==> src/rtl/icb2wb_uart_bridge.sv <==
// ICB (32-bit) to 8-bit Wishbone bridge for the UART register block.
// One outstanding transfer, ack timeout aborts a stalled UART access.
module icb2wb_uart_bridge #(
   parameter int AW      = 32,
   parameter int TIMEOUT = 16
) (
   input  logic          clk,
   input  logic          rst_n,
   input  logic          i_icb_cmd_valid,
   output logic          i_icb_cmd_ready,
   input  logic [AW-1:0] i_icb_cmd_addr,
   input  logic          i_icb_cmd_read,
   input  logic [31:0]   i_icb_cmd_wdata,
   input  logic [3:0]    i_icb_cmd_wmask,
   output logic          i_icb_rsp_valid,
   input  logic          i_icb_rsp_ready,
   output logic [31:0]   i_icb_rsp_rdata,
   output logic          i_icb_rsp_err,
   output logic          o_wb_cyc,
   output logic          o_wb_stb,
   output logic          o_wb_we,
   output logic [2:0]    o_wb_addr,
   output logic [7:0]    o_wb_data,
   input  logic          i_wb_ack,
   input  logic [7:0]    i_wb_data
);

   typedef enum logic [1:0] {IDLE, BUS, RSP} state_e;

   localparam logic [7:0] CNT_LAST = 8'(TIMEOUT - 1);

   state_e     state_q, state_d;
   logic       cyc_q, cyc_d;
   logic       we_q, we_d;
   logic [2:0] addr_q, addr_d;
   logic [7:0] data_q, data_d;
   logic [7:0] rbyte_q, rbyte_d;
   logic       err_q, err_d;
   logic [7:0] cnt_q, cnt_d;

   logic unused_bits;
   assign unused_bits = ^{i_icb_cmd_addr[AW-1:5], i_icb_cmd_wdata[31:8],
                          i_icb_cmd_wmask[3:1]};

   always_comb begin
      state_d = state_q;
      cyc_d   = cyc_q;
      we_d    = we_q;
      addr_d  = addr_q;
      data_d  = data_q;
      rbyte_d = rbyte_q;
      err_d   = err_q;
      cnt_d   = cnt_q;
      unique case (state_q)
         IDLE: begin
            if (i_icb_cmd_valid) begin
               addr_d  = i_icb_cmd_addr[4:2];
               we_d    = ~i_icb_cmd_read;
               data_d  = i_icb_cmd_wdata[7:0];
               rbyte_d = 8'h00;
               cnt_d   = 8'h00;
               if (i_icb_cmd_addr[1:0] != 2'b00) begin
                  err_d   = 1'b1;
                  state_d = RSP;
               end else if (!i_icb_cmd_read && !i_icb_cmd_wmask[0]) begin
                  err_d   = 1'b0;
                  state_d = RSP;
               end else begin
                  err_d   = 1'b0;
                  cyc_d   = 1'b1;
                  state_d = BUS;
               end
            end
         end
         BUS: begin
            // ack wins over a timeout in the same cycle
            if (i_wb_ack) begin
               cyc_d   = 1'b0;
               err_d   = 1'b0;
               rbyte_d = we_q ? 8'h00 : i_wb_data;
               state_d = RSP;
            end else if (cnt_q == CNT_LAST) begin
               cyc_d   = 1'b0;
               err_d   = 1'b1;
               rbyte_d = 8'h00;
               state_d = RSP;
            end else begin
               cnt_d = cnt_q + 8'h01;
            end
         end
         RSP: begin
            if (i_icb_rsp_ready) state_d = IDLE;
         end
         default: state_d = IDLE;
      endcase
   end

   always_ff @(posedge clk or negedge rst_n) begin
      if (!rst_n) begin
         state_q <= IDLE;
         cyc_q   <= 1'b0;
         we_q    <= 1'b0;
         addr_q  <= 3'd0;
         data_q  <= 8'h00;
         rbyte_q <= 8'h00;
         err_q   <= 1'b0;
         cnt_q   <= 8'h00;
      end else begin
         state_q <= state_d;
         cyc_q   <= cyc_d;
         we_q    <= we_d;
         addr_q  <= addr_d;
         data_q  <= data_d;
         rbyte_q <= rbyte_d;
         err_q   <= err_d;
         cnt_q   <= cnt_d;
      end
   end

   assign i_icb_cmd_ready = (state_q == IDLE);
   assign i_icb_rsp_valid = (state_q == RSP);
   assign i_icb_rsp_rdata = {24'h0, rbyte_q};
   assign i_icb_rsp_err   = err_q;
   assign o_wb_cyc        = cyc_q;
   assign o_wb_stb        = cyc_q;
   assign o_wb_we         = we_q;
   assign o_wb_addr       = addr_q;
   assign o_wb_data       = data_q;

endmodule

==> config.mk <==
export PLATFORM = sky130hd
export DESIGN_NAME = icb2wb_uart_bridge
export DESIGN_NICKNAME = d
export VERILOG_FILES = /design/src/rtl/icb2wb_uart_bridge.sv
export SDC_FILE = /design/constraint.sdc
export NUM_CORES = 1
export LEC_CHECK = 0
export BUFFER_PORTS_ARGS = -buffer_cell sky130_fd_sc_hd__buf_2
export CAP_MARGIN = 20
export CORE_MARGIN = 3
export CORE_UTILIZATION = 35
export DETAILED_ROUTE_END_ITERATION = 7
export HOLD_SLACK_MARGIN = 0.06
export PLACE_DENSITY = 0.7
export REMOVE_ABC_BUFFERS = 1
export SLEW_MARGIN = 0
export SYNTH_ARGS = -nofsm -noshare
export SYNTH_HDL_FRONTEND = slang
export SYNTH_SLANG_ARGS = --single-unit
==> constraint.sdc <==
create_clock -name clk -period 2.3 [get_ports clk]
set_clock_uncertainty 0.15 [all_clocks]
set_input_delay 0.46 -clock clk [delete_from_list [all_inputs] [get_ports clk]]
set_output_delay 0.46 -clock clk [all_outputs]
set_load 0.01 [all_outputs]
* Word-level counts from Yosys, hierarchy flattened
Index checks and enable logic that the tools add are counted.
** Operators by class
- Eq/ne operators :: 10
- Multiplexer cells :: 26
- Bitwise gates (word level) :: 1
- Reduce and logical (&&, ||, !) cells :: 11
- $add $sub $neg :: 1
** Operators by type and width (number)
- 2-to-1 mux 8 bit :: 6
- one-hot mux 8 bit (2 select lines) :: 2
- 2-to-1 mux 2 bit :: 6
- != test 2 bit (second input constant) :: 5
- 2-to-1 mux 1 bit :: 9
- adder 8 x 1 -> 8 bit (second input constant) :: 1
- == test 8 x 4 -> 1 bit (second input constant) :: 1
- one-hot mux 2 bit (3 select lines) :: 1
- AND reduction 3 bit :: 2
- AND reduction 5 bit :: 1
- one-hot mux 1 bit (2 select lines) :: 2
- AND reduction 4 bit :: 1
- nonzero test 2 bit :: 2
- != test 3 bit (second input constant) :: 1
- == test 2 x 1 -> 1 bit (second input constant) :: 1
- == test 2 bit (second input constant) :: 1
- logical NOT 1 bit :: 2
- logical NOT 2 bit :: 1
- != test 2 x 1 -> 1 bit (second input constant) :: 1
- AND reduction 2 bit :: 1
- logical AND 1 bit :: 1
- NOT 1 bit :: 1
** Storage, ports and cells
- Input port bits :: 82
- Logic and storage cells :: 57
- Output and inout port bits :: 49
- Register bits after elaboration :: 32

* Longest topological paths before layout
Gate-level depths: netlist (run 1).
- Depth after elaboration :: 6
- Depth in mapped cells :: 6
- Mapped depth without buffers :: 4

* Worst setup path after synthesis (run 1)
Ideal clock, no wire load.
- Path kind :: flip-flop to flip-flop
- From :: reg cnt_q[0]
- To :: reg cnt_q[4]
- Clock period less this slack :: 1.704 ns
- Path slack :: 0.596 ns
- Cell stages (with the launch flop) :: 5
- Data arrival time :: 1.476 ns
- Buffers on the path :: 0
- Path through :: dfrtp_1 > ha_1 > nand3_1 > or4_1 > a21oi_1
** On the way
- Cells in the longest elaborated chain, start to end :: 4
** Ends and longest elaborated chain
- start, declared :: RTL line 39 : logic [7:0] cnt_q, cnt_d;
- start signal, assigned :: RTL line 116 : cnt_q <= cnt_d;
- adder 8 x 1 -> 8 bit :: RTL line 88 : cnt_d = cnt_q + 8'h01;
- 2-to-1 mux 8 bit :: RTL line 82 : end else if (cnt_q == CNT_LAST) begin
- 2-to-1 mux 8 bit :: RTL line 77 : if (i_wb_ack) begin
- one-hot mux 8 bit (2 select lines) :: RTL line 54 : unique case (state_q)
Several ways; a longest one is shown, not always the timed one. The select of a mux whose other input is x is not followed.
A chain may end at the register's enable or synchronous reset.

* Worst setup path after layout (run 1)
- From :: reg state_q[1]
- To :: out i_icb_rsp_valid
** On the way
- Cells in the longest elaborated chain, start to end :: 1
** Ends and longest elaborated chain
- start, declared :: RTL line 32 : state_e state_q, state_d;
- start signal, assigned :: RTL line 109 : state_q <= state_d;
- == test 2 bit :: RTL line 121 : assign i_icb_rsp_valid = (state_q == RSP);
- end, declared :: RTL line 15 : output logic i_icb_rsp_valid,
No other way between the ends.

==> results.cfg, run 1 <==
[clock_tree]
clkTransAtPathRegs_ns = 0.07
cts_max_level = 2
postCtsSetupRepairBufs = 0
insertion_delay_ns = 0.28
cts.sinks = 32
hold_buffers = 0
cts_buffer_depth = 2
cts_buffers = 5
cts-root-buf = clkbuf_8
cts.repair.resized = 0
cts_tree = done

[floorplan]
fp.dieW_um = 75.7
rows = 24
core_area_um2 = 4500
initial_utilization = 0.377
io_pins = 131
dieHeight_um = 75.7
dieArea_um2 = 5730

[route]
initialDrtViolationCount = 99
ant_nets = 0
drc = 0
wl_per_cell_um = 12.8
routed_via_density = 4.88
drt_wl_total_um = 3740
via_count = 1431
dr.pass1.iters = 4

[synthesis]
ys_seq_area_frac = 0.471
ys_types = 38
syn_avg_cell_area_um2 = 9.09
async_flop_share = 1.00
synth-edff-count = 0
synth_warnings = 0
synth.area.top_cells = dfrtp_1 (47%), buf_4 (11%), nand2_1 (9.1%)
synth.most_common_cell = nand2_1
synth_cells = 187
synth.top_cell.area_share = 0.471
ys.flop_type = dfrtp_1
ys_ff_latch = 32
synth_commonest_cells = nand2_1 (41), dfrtp_1 (32), a21oi_1 (29)
yosysTopAreaCell = dfrtp_1
netlist_area_um2 = 1700

[status]
status = completed

[layout]
final_area_um2 = 2020
multiInputGateArea_um2 = 753
register_area_um2 = 801
fillers = 447
stdcell_count = 293
layout.nets = 323
area_delta_synth_final_pct = 19.1
drive_above_1_share = 0.282
diodes = 0

[grt]
grt_pass1_wl_um = 5890
antenna_found_initial = 0
grt_pass1_vias = 1263
grt_use_total = 0.138
gr-total-overflow = 0
grt_max_degree = 33

[pwr]
p_sw_frac = 0.322
seq_power_share = 0.434
vdd_drop_max_mv = 0.429
p_leak_nw = 1.08
power_mw = 1.75
powerDensity_nw_per_um2 = 867
p_clk_frac = 0.300
pwr-share-comb = 0.267
p_switching_mw = 0.565
internal-power_mw = 1.19

[timing]
worst_slack_ns = 0.471
max_slew_margin = 0.521
finalSetupViolations = 0
setup_tns_ns = 0
clock.fmax_mhz = 547
period_share = 0.795
hold_viol = 0
rsz0062_at_grt = no
period_needed_ns = 1.83
worstMarginPinSlew_ns = 0.719
drv_slew = 0

[placement]
port_buffers = 52
dpl_cell_area_um2 = 1920
dp_cells = 285
place_ws_ns = 0.451
globalplace.congestion = 0.791
dpl.hpwl_um = 2700

[setup_path]
cp.required_ns = 1.69
cp-start-kind = flip-flop
worstPathArrival_ns = 1.22
critPathCaptureType = output port
reg2reg_slack_ns = 0.49
criticalPathCategory = reg2out
crit_fanout = 11

[worst_hold_path]
hp-class = in2async

[job]
cap_violations = 0
-- area by class of cell --
class | count | share of cell area
Sequential cell | 32 | 0.396
Multi-Input combinational cell | 143 | 0.372
Timing Repair Buffer | 56 | 0.143
Clock buffer | 6 | 0.0358
Tap cell | 52 | 0.0321
Clock inverter | 2 | 0.0173
Inverter | 2 | 0.00371
-- stage by stage --
step / utilization / hold WS (ns)
5_1_grt: 0.449 / 0.132
4_1_cts: 0.449 / 0.106
2_1_floorplan: - / 0.0144
3_5_place_dp: 0.426 / 0.313
3_3_place_gp: 0.426 / 0.307
6_report: 0.449 / 0.0767
-- cells in the final DEF, fill, tap and decap left out, types with 2 or more instances in the layout --
master / count
buf_2: 52
nand2_1: 41
dfrtp_1: 32
a21oi_1: 29
conb_1: 24
o21ai_0: 6
clkbuf_8: 5
nand3_1: 4
or4_1: 4
buf_4: 4
nor2_1: 3
nor2b_1: 3
o211ai_1: 3
mux2i_1: 3
inv_1: 2
nand4_1: 2
-- power by group through the flow --
stage / combinational [mW] / clock (mW) / sequential (mW)
final: 0.468 / 0.526 / 0.760
after global placement: 0.467 / 0 / 0.764
after floorplan: 0.210 / 0 / 0.806
after detailed placement: 0.480 / 0 / 0.765
after global routing: 0.531 / 0.565 / 0.781
after CTS: 0.477 / 0.546 / 0.761
-- registers in the layout (all words and copies together) (netlist names) --
name           flops
state_q            2
rbyte_q            8
i_icb_rsp_err      1
o_wb_data          8
o_wb_cyc           1
o_wb_addr          3
cnt_q              8
o_wb_we            1
-- path summary, 6_finish.rpt --
kind	from	endpoint	depth (start not counted)
worst max-delay path	state_q[1]$_DFFE_PN0P_	i_icb_rsp_valid	2
max in group asynchronous	rst_n	o_wb_addr[1]$_DFFE_PN0P_	1
min in group clk	i_icb_cmd_wdata[1]	o_wb_data[1]$_DFFE_PN0P_	3
worst max register to register	cnt_q[6]$_DFFE_PN0P_	rbyte_q[4]$_DFFE_PN0P_	3
worst min register to register	o_wb_data[1]$_DFFE_PN0P_	o_wb_data[1]$_DFFE_PN0P_	2
worst min-delay path	rst_n	cnt_q[7]$_DFFE_PN0P_	1
-- per-layer routing --
layer / GRT usage / wire length (µm) / vias up
met1: 0.179 / 1610 / 671
met3: 0.0567 / 282 / 2
li1: - / - / 702
met5: 0 / 0 / -
met2: 0.216 / 1830 / 56
met4: 0.0350 / 17 / 0
-- cells by family (layout without fill, tap and decap cells) --
family,count (synthesis),after routing,share of synthesized area
AND/OR/NAND/NOR,68,68,0.200
adder cells (fa/ha/maj),1,1,0.00736
other,1,24,0.00221
flip-flops,32,32,0.471
multiplexers,3,3,0.0177
buffers and inverters,35,66,0.140
AO/OA/AOI/OAI,47,47,0.162
-- critical path, stage by stage, from the launching register on --
cell	delay, ns
dfrtp_1	0.55
nor2b_1	0.23
buf_2	0.16
Note: power is estimated with default switching activity, not from simulation.
==> inputs of run 2 (changes only) <==
clock period = 1.7 ns   (was 2.3 ns; I/O delays follow)
==> run 2 against run 1 <==
Combinational power grew 55%. First-iteration DRC count fell by 44%. Critical path depth grew 1. Cell count grew 4.8%. Wire length rose by 7.4%. Sequential cell count did not move. Count of clock-buffer cells in the layout grew 1. Hold slack improved by 0.020 ns. Global-route usage shrank 0.11 points. Clock power rose by 20%.
==> results.cfg, run 2 (same netlist as run 1, synthesis figures left out) <==
[status]
status = completed

[layout]
final_common_cell = buf_2
diodes = 0
mostFrequentLayoutCells = buf_2 (52), nand2_1 (41), dfrtp_1 (32)
register_area_um2 = 801
fillers = 417
layout.nets = 338
multiInputGateArea_um2 = 798
drive_above_1_share = 0.357
area_delta_synth_final_pct = 27.5
postLayoutCoreUtil = 0.481

[floorplan]
core_area_um2 = 4500
dieHeight_um = 75.7
io_pins = 131
fp.dieW_um = 75.7
dieArea_um2 = 5730
rows = 24
initial_utilization = 0.377

[placement]
place_ws_ns = -0.0518
dpl.hpwl_um = 2790
port_buffers = 52
globalplace.congestion = 0.771

[pwr]
seq_power_share = 0.424
p_sw_frac = 0.329
vdd_drop_max_mv = 0.623
p_clk_frac = 0.268
powerDensity_nw_per_um2 = 1090
internal-power_mw = 1.58
p_leak_nw = 1.14
pwr-share-comb = 0.308
p_switching_mw = 0.775

[timing]
drv_slew = 0
hold_viol = 0
clock.fmax_mhz = 606
period_share = 0.970
setup_tns_ns = 0
period_needed_ns = 1.65
finalSetupViolations = 0
holdWs_ns = 0.0970
worst_slack_ns = 0.0511

[grt]
grt_pass1_vias = 1289
grt_pass1_wl_um = 5990
grt_use_total = 0.137
antenna_found_initial = 0
grt_max_degree = 33
gr-total-overflow = 0

[clock_tree]
insertion_delay_ns = 0.28
postCtsSetupRepairBufs = 0
cts_buffer_depth = 2
cts_max_level = 2
clkTransAtPathRegs_ns = 0.07
cts_tree = done
cts_buffers = 5
cts.sinks = 32
cts-root-buf = clkbuf_8

[setup_path]
timing.rr.start = cnt_q[5]$_DFFE_PN0P_
reg2reg_slack_ns = 0.05
ff2ff_path_depth = 3
cp-start-kind = flip-flop
critPathCaptureType = flip-flop
rr_endpoint = rbyte_q[4]$_DFFE_PN0P_
criticalPathCategory = reg2reg
crit_fanout = 6
cp.required_ns = 1.70
worstPathArrival_ns = 1.65

[worst_hold_path]
hold-path-endpoint = o_wb_data[3]$_DFFE_PN0P_
hp-class = in2reg
whs_path_depth = 3
hold_path_startpoint = i_icb_cmd_wdata[3]

[route]
ant_nets = 0
drt_wl_total_um = 4010
routed_via_density = 4.82
wl_per_cell_um = 13.1
drc = 0
initialDrtViolationCount = 55
dr.pass1.iters = 4
via_count = 1480

[job]
cap_violations = 0
-- run 2: area by class of cell --
type	count	area share
Clock buffer	7	0.0445
Inverter	2	0.00347
Multi-Input combinational cell	144	0.369
Sequential cell	32	0.370
Tap cell	52	0.0300
Timing Repair Buffer	70	0.184
-- run 2: power by group through the flow --
stage	sequential (mW)	clock (mW)	combinational (mW)
finish	0.999	0.631	0.726
global route	1.02	0.678	0.813
CTS	1.00	0.657	0.718
detailed placement	1.01	0	0.716
global placement	1.01	0	0.702
floorplan	1.09	0	0.284
-- run 2: critical path: stages, from the launching register on --
cell	delay [ns]
dfrtp_1	0.38
or4_4	0.62
o21ai_2	0.27
a21oi_1	0.10
-- run 2: how the worst max path moves through the flow --
stage / from / cells after the start / slack [ns] / end
final: cnt_q[5]$_DFFE_PN0P_ / 3 / 0.05 / rbyte_q[4]$_DFFE_PN0P_
after global routing: cnt_q[5]$_DFFE_PN0P_ / 3 / -0.004 / cnt_q[0]$_DFFE_PN0P_
after CTS: state_q[0]$_DFFE_PN0P_ / 3 / 0.03 / i_icb_rsp_valid
after detailed placement: cnt_q[4]$_DFFE_PN0P_ / 3 / -0.05 / cnt_q[0]$_DFFE_PN0P_
after global placement: cnt_q[6]$_DFFE_PN0P_ / 3 / -0.03 / rbyte_q[1]$_DFFE_PN0P_
after floorplan: state_q[1]$_DFFE_PN0P_ / 3 / -0.57 / rbyte_q[0]$_DFFE_PN0P_
-- run 2: layer usage --
layer,wire (µm),share of wire,vias up,GRT usage
li1,-,-,733,-
met1,1720,0.43,686,0.177
met2,1990,0.49,56,0.225
met3,276,0.069,5,0.0422
met4,31,0.0077,0,0.0350
met5,0,0,-,0
-- run 2: what timing repair did --
action / 4_1_cts / 5_1_grt
setup endpoints to repair: 10 / 6
cloned: 0 / 1
resized for setup: 1 / 8
pin swaps: 0 / 3
hold buffers: 1 / 0
hold endpoints to repair: 32 / 0
-- run 2: metrics by stage --
| step | instance area [µm²] | instances | power, mW |
|---|---|---|---|
| 6_report | 2170 | 307 | 2.36 |
| 3_3_place_gp | 2010 | 298 | 1.71 |
| 5_1_grt | 2170 | 307 | 2.52 |
| 4_1_cts | 2120 | 306 | 2.38 |
| 3_5_place_dp | 2010 | 298 | 1.73 |
| 2_1_floorplan | 1560 | 177 | 1.37 |
==> inputs of run 3 (changes only) <==
BUFFER_PORTS_ARGS = -buffer_cell sky130_fd_sc_hd__clkbuf_2   (was -buffer_cell sky130_fd_sc_hd__buf_2)
==> run 3 against run 2 <==
Critical path depth increased by 1. Fmax increased by 1.3%. Via count increased by 0.27%. Sequential share of layout area decreased by 0.26 points.
==> results.cfg, run 3 (same netlist as run 1, synthesis figures left out) <==
[route]
initialDrtViolationCount = 74
drt_wl_total_um = 3780
via_count = 1484
routed_via_density = 4.79
drc = 0
dr.pass1.iters = 4
ant_nets = 0
wl_per_cell_um = 12.2

[clock_tree]
insertion_delay_ns = 0.28
clkTransAtPathRegs_ns = 0.07
cts_tree = done
cts_max_level = 2
cts-root-buf = clkbuf_8
cts.sinks = 32
cts_buffer_depth = 2
cts_buffers = 5

[timing]
period_needed_ns = 1.63
clock.fmax_mhz = 614
drv_slew = 0
period_share = 0.957
hold_viol = 0
rsz0062_at_grt = no
finalSetupViolations = 0

[grt]
grt_use_total = 0.136
grt_pass1_vias = 1312
grt_pass1_wl_um = 5930
gr-total-overflow = 0
antenna_found_initial = 0
grt_max_degree = 33

[status]
status = completed

[placement]
port_buffers = 52
dp_cells = 298
dpl_cell_area_um2 = 2010
dpl.hpwl_um = 2760
globalplace.congestion = 0.834

[floorplan]
fp.dieW_um = 75.7
dieArea_um2 = 5730
initial_utilization = 0.377
dieHeight_um = 75.7
rows = 24
io_pins = 131
core_area_um2 = 4500

[pwr]
seq_power_share = 0.431
p_clk_frac = 0.258
p_leak_nw = 1.17
pwr-share-comb = 0.310
powerDensity_nw_per_um2 = 1070
vdd_drop_max_mv = 0.699
p_sw_frac = 0.336
internal-power_mw = 1.56
p_switching_mw = 0.786

[layout]
final_common_cell = clkbuf_2
mostFrequentLayoutCells = clkbuf_2 (51), nand2_1 (41), dfrtp_1 (31)
layout.nets = 340
fillers = 433
final_area_um2 = 2180
diodes = 0
area_delta_synth_final_pct = 28.6
stdcell_count = 310
postLayoutCoreUtil = 0.485
drive_above_1_share = 0.360

[job]
cap_violations = 0

[setup_path]
critPathCaptureType = flip-flop
cp_slowest_cell = or4_4
crit_fanout = 9
worst-path-buf-inv = 1
cpPeakStageDelay_ns = 0.59
cp-start-kind = flip-flop
criticalPathCategory = reg2reg
crit_family = simple AND/OR/NAND/NOR gates
cp.required_ns = 1.72
worstPathArrival_ns = 1.64
cp_cell_sequence = or4_4, o21ai_4, buf_12, a21oi_1

[worst_hold_path]
hp-class = in2reg
## run 3: area by class of cell
class,instances,area [µm²],area share
Multi-Input combinational cell,143,781,0.357
Inverter,2,7.51,0.00344
Sequential cell,32,802,0.367
Clock buffer,6,82.6,0.0378
Clock inverter,2,10.0,0.00458
Timing Repair Buffer,73,437,0.200
Tap cell,52,65.1,0.0298
## run 3: timing repair
action                                  CTS  global route
hold buffers                              1             0
endpoints found under the hold margin    32             0
pin swaps                                 1             0
gates resized for setup                   3             8
buffers inserted                          1             2
endpoints found under the setup margin   11            11
## run 3: path summary, 6_finish.rpt
check	to	depth (start not counted)	slack, ns	startpoint
worst min register to register	o_wb_data[0]$_DFFE_PN0P_	2	0.33	o_wb_data[0]$_DFFE_PN0P_
worst max-delay path	rbyte_q[6]$_DFFE_PN0P_	4	0.07	cnt_q[6]$_DFFE_PN0P_
max in group asynchronous	state_q[0]$_DFFE_PN0P_	3	0.61	rst_n
min in group asynchronous	cnt_q[6]$_DFFE_PN0P_	3	0.46	rst_n
worst max register to register	rbyte_q[6]$_DFFE_PN0P_	4	0.07	cnt_q[6]$_DFFE_PN0P_
worst min-delay path	o_wb_data[2]$_DFFE_PN0P_	3	0.1	i_icb_cmd_wdata[2]
## run 3: layer usage
metal	share of wire	track usage	vias up
li1	-	-	740
met1	0.44	0.175	686
met2	0.49	0.223	53
met3	0.066	0.0383	5
met4	0.0082	0.0408	0
met5	0	0	-
## run 3: stage by stage
step | TNS, ns | power (mW) | hold slack [ns] | setup WS [ns]
final | 0 | 2.34 | 0.0972 | 0.0724
after global routing | 0 | 2.50 | 0.100 | 0.0107
after CTS | 0 | 2.35 | 0.0854 | 0.0153
after detailed placement | -0.544 | 1.72 | 0.246 | -0.0708
after global placement | -0.125 | 1.70 | 0.248 | -0.0215
after floorplan | -4.53 | 1.37 | -0.106 | -0.566
## run 3: worst min-delay path: cells and delay by family
kind	cells	cell delay [ns]
buffers and inverters	1	0.08
AND/OR/NAND/NOR	2	0.08
## run 3: power by group through the flow
stage | clock [mW] | sequential (mW) | combinational [mW]
finish | 0.605 | 1.01 | 0.727
global route | 0.654 | 1.04 | 0.812
CTS | 0.631 | 1.01 | 0.707
detailed placement | 0 | 1.02 | 0.702
global placement | 0 | 1.02 | 0.681
floorplan | 0 | 1.09 | 0.284
